File: config.mk
export PLATFORM = sky130hd
export DESIGN_NAME = mic_delay_sum
export DESIGN_NICKNAME = d
export VERILOG_FILES = /design/src/rtl/beamform_pkg.sv /design/src/rtl/mic_delay_line.sv /design/src/rtl/mic_delay_sum.sv
export SDC_FILE = /design/constraint.sdc
export NUM_CORES = 2
export LEC_CHECK = 0
export CORE_MARGIN = 2
export CORE_UTILIZATION = 24
export CTS_CLUSTER_DIAMETER = 30
export DETAILED_ROUTE_END_ITERATION = 8
export GPL_TIMING_DRIVEN = 0
export PLACE_DENSITY = 0.34
export SETUP_SLACK_MARGIN = 0.2
export SLEW_MARGIN = 0
export SYNTH_ARGS = -nofsm -noshare
export SYNTH_HDL_FRONTEND = slang
export SYNTH_HIERARCHICAL = 1
export SYNTH_SLANG_ARGS = --single-unit
File: constraint.sdc
create_clock -name clk_in -period 6 [get_ports clk_in]
set_clock_uncertainty 0.2 [all_clocks]
set_input_delay 1.8 -clock clk_in [delete_from_list [all_inputs] [get_ports clk_in]]
set_output_delay 1.8 -clock clk_in [all_outputs]
set_load 0.01 [all_outputs]
File: src/rtl/beamform_pkg.sv
// Shared types and constants for the delay-and-sum beamformer.
package beamform_pkg;
   localparam int NUM_MICS          = 4;
   localparam int DEFAULT_RECIP_Q16 = 3146;

   typedef logic signed [15:0] sample_t;
   typedef logic signed [15:0] delay_us_t;
   typedef logic signed [17:0] sum_t;

   typedef enum logic {FILL = 1'b0, RUN = 1'b1} ds_state_t;
endpackage

File: src/rtl/mic_delay_line.sv
// Circular sample buffer: one write port, one registered read port (1 cycle) with write-first forwarding.
// No backpressure; a write and a read may occur every cycle.
module mic_delay_line
   import beamform_pkg::*;
#(
   parameter int DEPTH    = 64,
   parameter int SAMPLE_W = 16,
   localparam int AW      = $clog2(DEPTH)
) (
   input  logic                       i_clk,
   input  logic                       i_wr_en,
   input  logic [AW-1:0]              i_wr_addr,
   input  logic signed [SAMPLE_W-1:0] i_wr_dat,
   input  logic [AW-1:0]              i_rd_addr,
   output logic signed [SAMPLE_W-1:0] o_rd_dat
);
   logic signed [SAMPLE_W-1:0] r_mem [DEPTH];
   logic signed [SAMPLE_W-1:0] r_rd_dat;

   // Zero delay reads the slot being written this cycle, so return the incoming sample.
   always_ff @(posedge i_clk) begin
      if (i_wr_en) begin
         r_mem[i_wr_addr] <= i_wr_dat;
      end
      if (i_wr_en && (i_rd_addr == i_wr_addr)) begin
         r_rd_dat <= i_wr_dat;
      end else begin
         r_rd_dat <= r_mem[i_rd_addr];
      end
   end

   assign o_rd_dat = r_rd_dat;
endmodule

File: src/rtl/mic_delay_sum.sv
// Four-mic delay-and-sum: steering delays (us) -> sample offsets, aligned sum out 2 cycles after each frame.
// Fully pipelined, no backpressure. DS_AVG_EN defined: output is the mean (sum >>> 2) instead of the sum.
module mic_delay_sum
   import beamform_pkg::*;
#(
   parameter int DEPTH     = 64,
   parameter int RECIP_Q16 = DEFAULT_RECIP_Q16,
   parameter int SAMPLE_W  = 16
) (
   input  logic                       clk_in,
   input  logic                       rst_in,
   input  logic                       delay_valid_in,
   input  logic signed [15:0]         delay_1,
   input  logic signed [15:0]         delay_2,
   input  logic signed [15:0]         delay_3,
   input  logic signed [15:0]         delay_4,
   input  logic                       sample_valid_in,
   input  logic signed [SAMPLE_W-1:0] mic_1,
   input  logic signed [SAMPLE_W-1:0] mic_2,
   input  logic signed [SAMPLE_W-1:0] mic_3,
   input  logic signed [SAMPLE_W-1:0] mic_4,
   output logic                       sum_valid_out,
   output logic signed [17:0]         sum_out,
   output logic                       ready_out
);
   localparam int AW                   = $clog2(DEPTH);
   localparam logic signed [31:0] RECIP_S = 32'(RECIP_Q16);
   localparam logic signed [31:0] MAX_D   = 32'(DEPTH - 1);

   ds_state_t r_state, w_state_nxt;
   logic [AW-1:0] r_wr_ptr, r_fill_cnt;
   logic r_c1_vld, r_commit, r_s1_vld, r_sum_vld;
   sum_t r_sum, w_sum, w_sum_out;

   logic signed [31:0]         r_prod    [NUM_MICS];
   logic signed [31:0]         w_samp    [NUM_MICS];
   logic [AW-1:0]              w_clamp   [NUM_MICS];
   logic [AW-1:0]              r_pend    [NUM_MICS];
   logic [AW-1:0]              r_act     [NUM_MICS];
   logic [AW-1:0]              w_rd_addr [NUM_MICS];
   delay_us_t                  w_delay   [NUM_MICS];
   logic signed [SAMPLE_W-1:0] w_mic     [NUM_MICS];
   logic signed [SAMPLE_W-1:0] w_rd_dat  [NUM_MICS];

   assign w_delay = '{delay_1, delay_2, delay_3, delay_4};
   assign w_mic   = '{mic_1, mic_2, mic_3, mic_4};

   always_comb begin
      for (int i = 0; i < NUM_MICS; i++) begin
         w_samp[i] = r_prod[i] >>> 16;
         if (w_samp[i] < 0) begin
            w_clamp[i] = '0;
         end else if (w_samp[i] > MAX_D) begin
            w_clamp[i] = '1;
         end else begin
            w_clamp[i] = w_samp[i][AW-1:0];
         end
         w_rd_addr[i] = r_wr_ptr - r_act[i];
      end
   end

   // A new strobe during conversion squashes C2; active delays only change on frame-free cycles.
   always_ff @(posedge clk_in or posedge rst_in) begin
      if (rst_in) begin
         r_c1_vld <= 1'b0;
         r_commit <= 1'b0;
         for (int i = 0; i < NUM_MICS; i++) begin
            r_prod[i] <= '0;
            r_pend[i] <= '0;
            r_act[i]  <= '0;
         end
      end else begin
         r_c1_vld <= delay_valid_in;
         for (int i = 0; i < NUM_MICS; i++) begin
            if (delay_valid_in) begin
               r_prod[i] <= 32'(w_delay[i]) * RECIP_S;
            end
            if (r_c1_vld && !delay_valid_in) begin
               r_pend[i] <= w_clamp[i];
            end
            if (r_commit && !sample_valid_in) begin
               r_act[i] <= r_pend[i];
            end
         end
         if (r_c1_vld && !delay_valid_in) begin
            r_commit <= 1'b1;
         end else if (!sample_valid_in) begin
            r_commit <= 1'b0;
         end
      end
   end

   for (genvar g = 0; g < NUM_MICS; g++) begin : g_line
      mic_delay_line #(
         .DEPTH    (DEPTH),
         .SAMPLE_W (SAMPLE_W)
      ) u_line (
         .i_clk     (clk_in),
         .i_wr_en   (sample_valid_in),
         .i_wr_addr (r_wr_ptr),
         .i_wr_dat  (w_mic[g]),
         .i_rd_addr (w_rd_addr[g]),
         .o_rd_dat  (w_rd_dat[g])
      );
   end

   always_comb begin
      w_sum = '0;
      for (int i = 0; i < NUM_MICS; i++) begin
         w_sum = w_sum + sum_t'(w_rd_dat[i]);
      end
`ifdef DS_AVG_EN
      w_sum_out = w_sum >>> 2;
`else
      w_sum_out = w_sum;
`endif
   end

   always_comb begin
      w_state_nxt = r_state;
      ready_out   = 1'b0;
      case (r_state)
         FILL: begin
            if (sample_valid_in && (r_fill_cnt == AW'(DEPTH - 1))) begin
               w_state_nxt = RUN;
            end
         end
         RUN: begin
            ready_out = 1'b1;
         end
         default: w_state_nxt = FILL;
      endcase
   end

   always_ff @(posedge clk_in or posedge rst_in) begin
      if (rst_in) begin
         r_state <= FILL;
      end else begin
         r_state <= w_state_nxt;
      end
   end

   always_ff @(posedge clk_in or posedge rst_in) begin
      if (rst_in) begin
         r_wr_ptr   <= '0;
         r_fill_cnt <= '0;
         r_s1_vld   <= 1'b0;
         r_sum_vld  <= 1'b0;
         r_sum      <= '0;
      end else begin
         r_s1_vld  <= sample_valid_in && (r_state == RUN);
         r_sum_vld <= r_s1_vld;
         if (r_s1_vld) begin
            r_sum <= w_sum_out;
         end
         if (sample_valid_in) begin
            r_wr_ptr <= r_wr_ptr + 1'b1;
            if (r_state == FILL) begin
               r_fill_cnt <= r_fill_cnt + 1'b1;
            end
         end
      end
   end

   assign sum_valid_out = r_sum_vld;
   assign sum_out       = r_sum;
endmodule

==> impl_metrics.ini <==
[run_status]
outcome = finished, final reports clean

[power_and_ir_drop]
powerDensity_mw_per_mm2 = 611
vdd_drop_max_uv = 1340
p_leak_uw = 0.0822

[yosys]
synth_area_mm2 = 0.178
synthMuxAreaShare_pct = 14.3
synth_cells = 9107
synthXorXnorAreaFrac_pct = 0.541
yosysSeqAreaShare_pct = 71.3
yosys_warnings = 6
syn_nets = 9855
synthAdderAreaFrac_pct = 5.11
synth_top_cell_by_area = edfxtp_1
synth_edf_count = 4096
synth_top_family_by_area = multiplexers
synth_compound_area_share_pct = 3.28
ys_types = 84
yosys.area.top_type_share_pct = 69.1
ys_seq_elements = 4255
async_flop_share_pct = 3.17
synth-simple-area-share_pct = 3.15
netlist_top_cells_area = edfxtp_1 69%, mux4_2 11%, ha_1 3.0%
syn_avg_cell_area_um2 = 19.5
synthFlopType = edfxtp_1

[cts]
cts_tree = built
clkSinkCount = 4255
clock_path_buffers = 5
clk_pin_slew_worst_paths_ns = 0.04
htreeDepth = 7
worst_skew_pair.late_latency_ns = 1.19
clockRootBuffer = clkbuf_16
cts_hold_repair.buffers = 0
numCtsBuffers = 1190

[drt]
drc = 0
avgRoutedWirePerCell_um = 27.9
antenna_left = 0
vias = 96400
viasPerCell = 4.47
drtPass1Iterations = 6
wl_mm = 602
drtIter0Drc = 7893

[worst_setup_path]
end_kind = register
required_ns = 6.82
reg2reg_slack_ns = 0.1
startpoint_type = register
crit_arrival_ns = 6.72
rr_worst_depth = 20
crit_type = reg2reg
worstReg2RegEnd = sum_out[11]
worstPathMaxFanout = 10

[finish]
instances_no_fill = 21600
final_common_cell = edfxtp_1
layout-drive-gt1-share_pct = 34.9
area_delta_synth_final_pct = 35.2
num-nets-final = 11600
fin_area_mm2 = 0.241
layout_common_cells = 4096 x edfxtp_1, 1215 x clkbuf_16, 880 x mux4_2

[placement]
dp.cells = 19400
dp_slack_ns = -2.43
io_buffers = 151
dpl.hpwl_mm = 416
placed_area_mm2 = 0.198
place_congestion = 0.774

[floorplanning]
die-area_mm2 = 0.749
pin_count = 152
num_rows = 316
die_h_um = 865
die_w_um = 865
coreArea_mm2 = 0.740
initial_utilization_pct = 24.1

[global_route]
groute.usage.overall_pct = 15.9
grt_pass1_vias = 104000
antenna_found_initial = 45
grt_pass1_wl_mm = 832
gr-total-overflow = 0
grt_max_degree = 80

[timing]
fmax_mhz = 169
period_share_pct = 98.4
worst_slew_pin_slew_ns = 1.23
setup_viol = 0
hold_viol = 0
final.setup.worst_slack_ns = 0.0980
drv_slew = 0
min_period_ns = 5.90
slew_headroom_pct = 17.9
rsz0062_at_grt = yes

[min_path]
min_path_cells = 2
min_from = r_commit
hold_path.class = reg2reg
worst_hold_path.endpoint = r_commit

[job]
max-cap-violations = 0
-- critical path, cell delays in order (launching register included) --
cell	delay [ns]
dfxtp_2	0.46
buf_6	0.24
buf_6	0.22
buf_4	0.33
mux2i_1	0.20
a22oi_2	0.38
a31oi_4	0.20
a311oi_4	0.50
fa_1	0.53
fa_1	0.58
ha_4	0.23
nor2b_4	0.13
o21ai_2	0.16
a21boi_2	0.10
o21ai_2	0.19
a211oi_2	0.09
buf_4	0.16
buf_4	0.13
o21a_4	0.19
nor3_1	0.38
o2bb2ai_2	0.09
-- through the flow --
step | total power, µW | setup TNS, ns | utilization (%) | hold WS (ns)
6_report | 147000 | 0 | 32.5 | 0.271
3_5_place_dp | 81500 | -72.64 | 26.8 | 0.263
2_1_floorplan | 62800 | 0 | - | 0.152
3_3_place_gp | 80800 | -5448.07 | 26.0 | 0.255
4_1_cts | 148000 | 0 | 32.5 | 0.276
5_1_grt | 154000 | -0.0306 | 32.5 | 0.292
-- how the worst max path moves through the flow --
stage          startpoint          end  slack, ns  cells past startpoint
2_1_floorplan  delay_1[8]  r_prod[122]       0.18                     16
3_3_place_gp       rst_in  sum_out[11]      -2.40                      2
3_5_place_dp     register  sum_out[15]      -2.43                     17
4_1_cts          register  sum_out[10]       0.15                     20
5_1_grt          register  sum_out[17]      -0.02                     22
6_report         register  sum_out[11]        0.1                     20
-- synth_stat cells (22+ instances only) --
library cell,number
a211o_1,37
a22o_1,25
nand2_1,349
a21o_1,42
mux4_2,880
inv_1,307
a221o_1,24
buf_6,68
nand4_1,65
buf_4,52
nor2b_1,133
o21ai_0,69
clkbuf_1,125
nor3_1,27
dfxtp_1,24
mux2i_1,342
edfxtp_1,4096
a21oi_1,121
a211oi_1,46
a311oi_1,32
a22oi_1,161
buf_2,144
nand3_1,106
fa_1,185
o31ai_1,35
ha_1,431
a31oi_1,37
a221oi_1,65
xnor2_1,91
nor2_1,349
mux2_2,158
dfrtp_1,135
nand2b_1,22
-- final cells by class --
| type | instances | area (µm²) |
|---|---|---|
| buffer | 446 | 3940 |
| clock buffer | 1384 | 31100 |
| multi-input combinational | 4096 | 49800 |
| tap | 9858 | 12300 |
| timing repair buffer | 519 | 7680 |
| inverter | 310 | 1170 |
| fill | 70600 | 499000 |
| sequential | 4255 | 127000 |
| antenna | 11 | 27.5 |
| clock inverter | 671 | 7660 |
-- registers in the layout, indices dropped and copies added (netlist names), named ones only --
| register | flops |
|---|---|
| sum_out | 18 |
| r_wr_ptr | 6 |
| r_state | 1 |
| r_prod | 52 |
| r_s1_vld | 1 |
| r_pend | 24 |
| sum_valid_out | 1 |
| r_fill_cnt | 6 |
| r_c1_vld | 1 |
| g_line.u_line/r_mem | 4096 |
| r_act | 24 |
| r_commit | 1 |
-- logic make-up after synthesis --
group / Yosys count
DFF: 4255
muxes: 1396
buffers and inverters: 756
AOI/OAI and AO/OA: 805
and+or+nand+nor: 1169
adders and majority gates: 616
xor gates and xnor gates: 110
-- report_power, final --
part	total, µW	switching (µW)	internal [µW]
clock network	61100	17800	43400
logic	50500	30100	20500
registers	35300	1080	34200
total	147000	48900	98000
-- repair_timing --
item | in CTS | in global routing
pin swaps | 59 | 25
endpoints found under the setup margin | 18 | 43
resized for setup | 551 | 74
buffers inserted | 41 | 27
-- per-layer routing --
metal	vias to the layer above	wire length, µm	GRT usage, %
met3	954	31000	3.44
met2	2845	289000	26.0
li1	40900	-	-
met1	51700	267000	21.2
met5	-	100	0
met4	18	14600	4.81
Power figures use the tool's default switching activity.
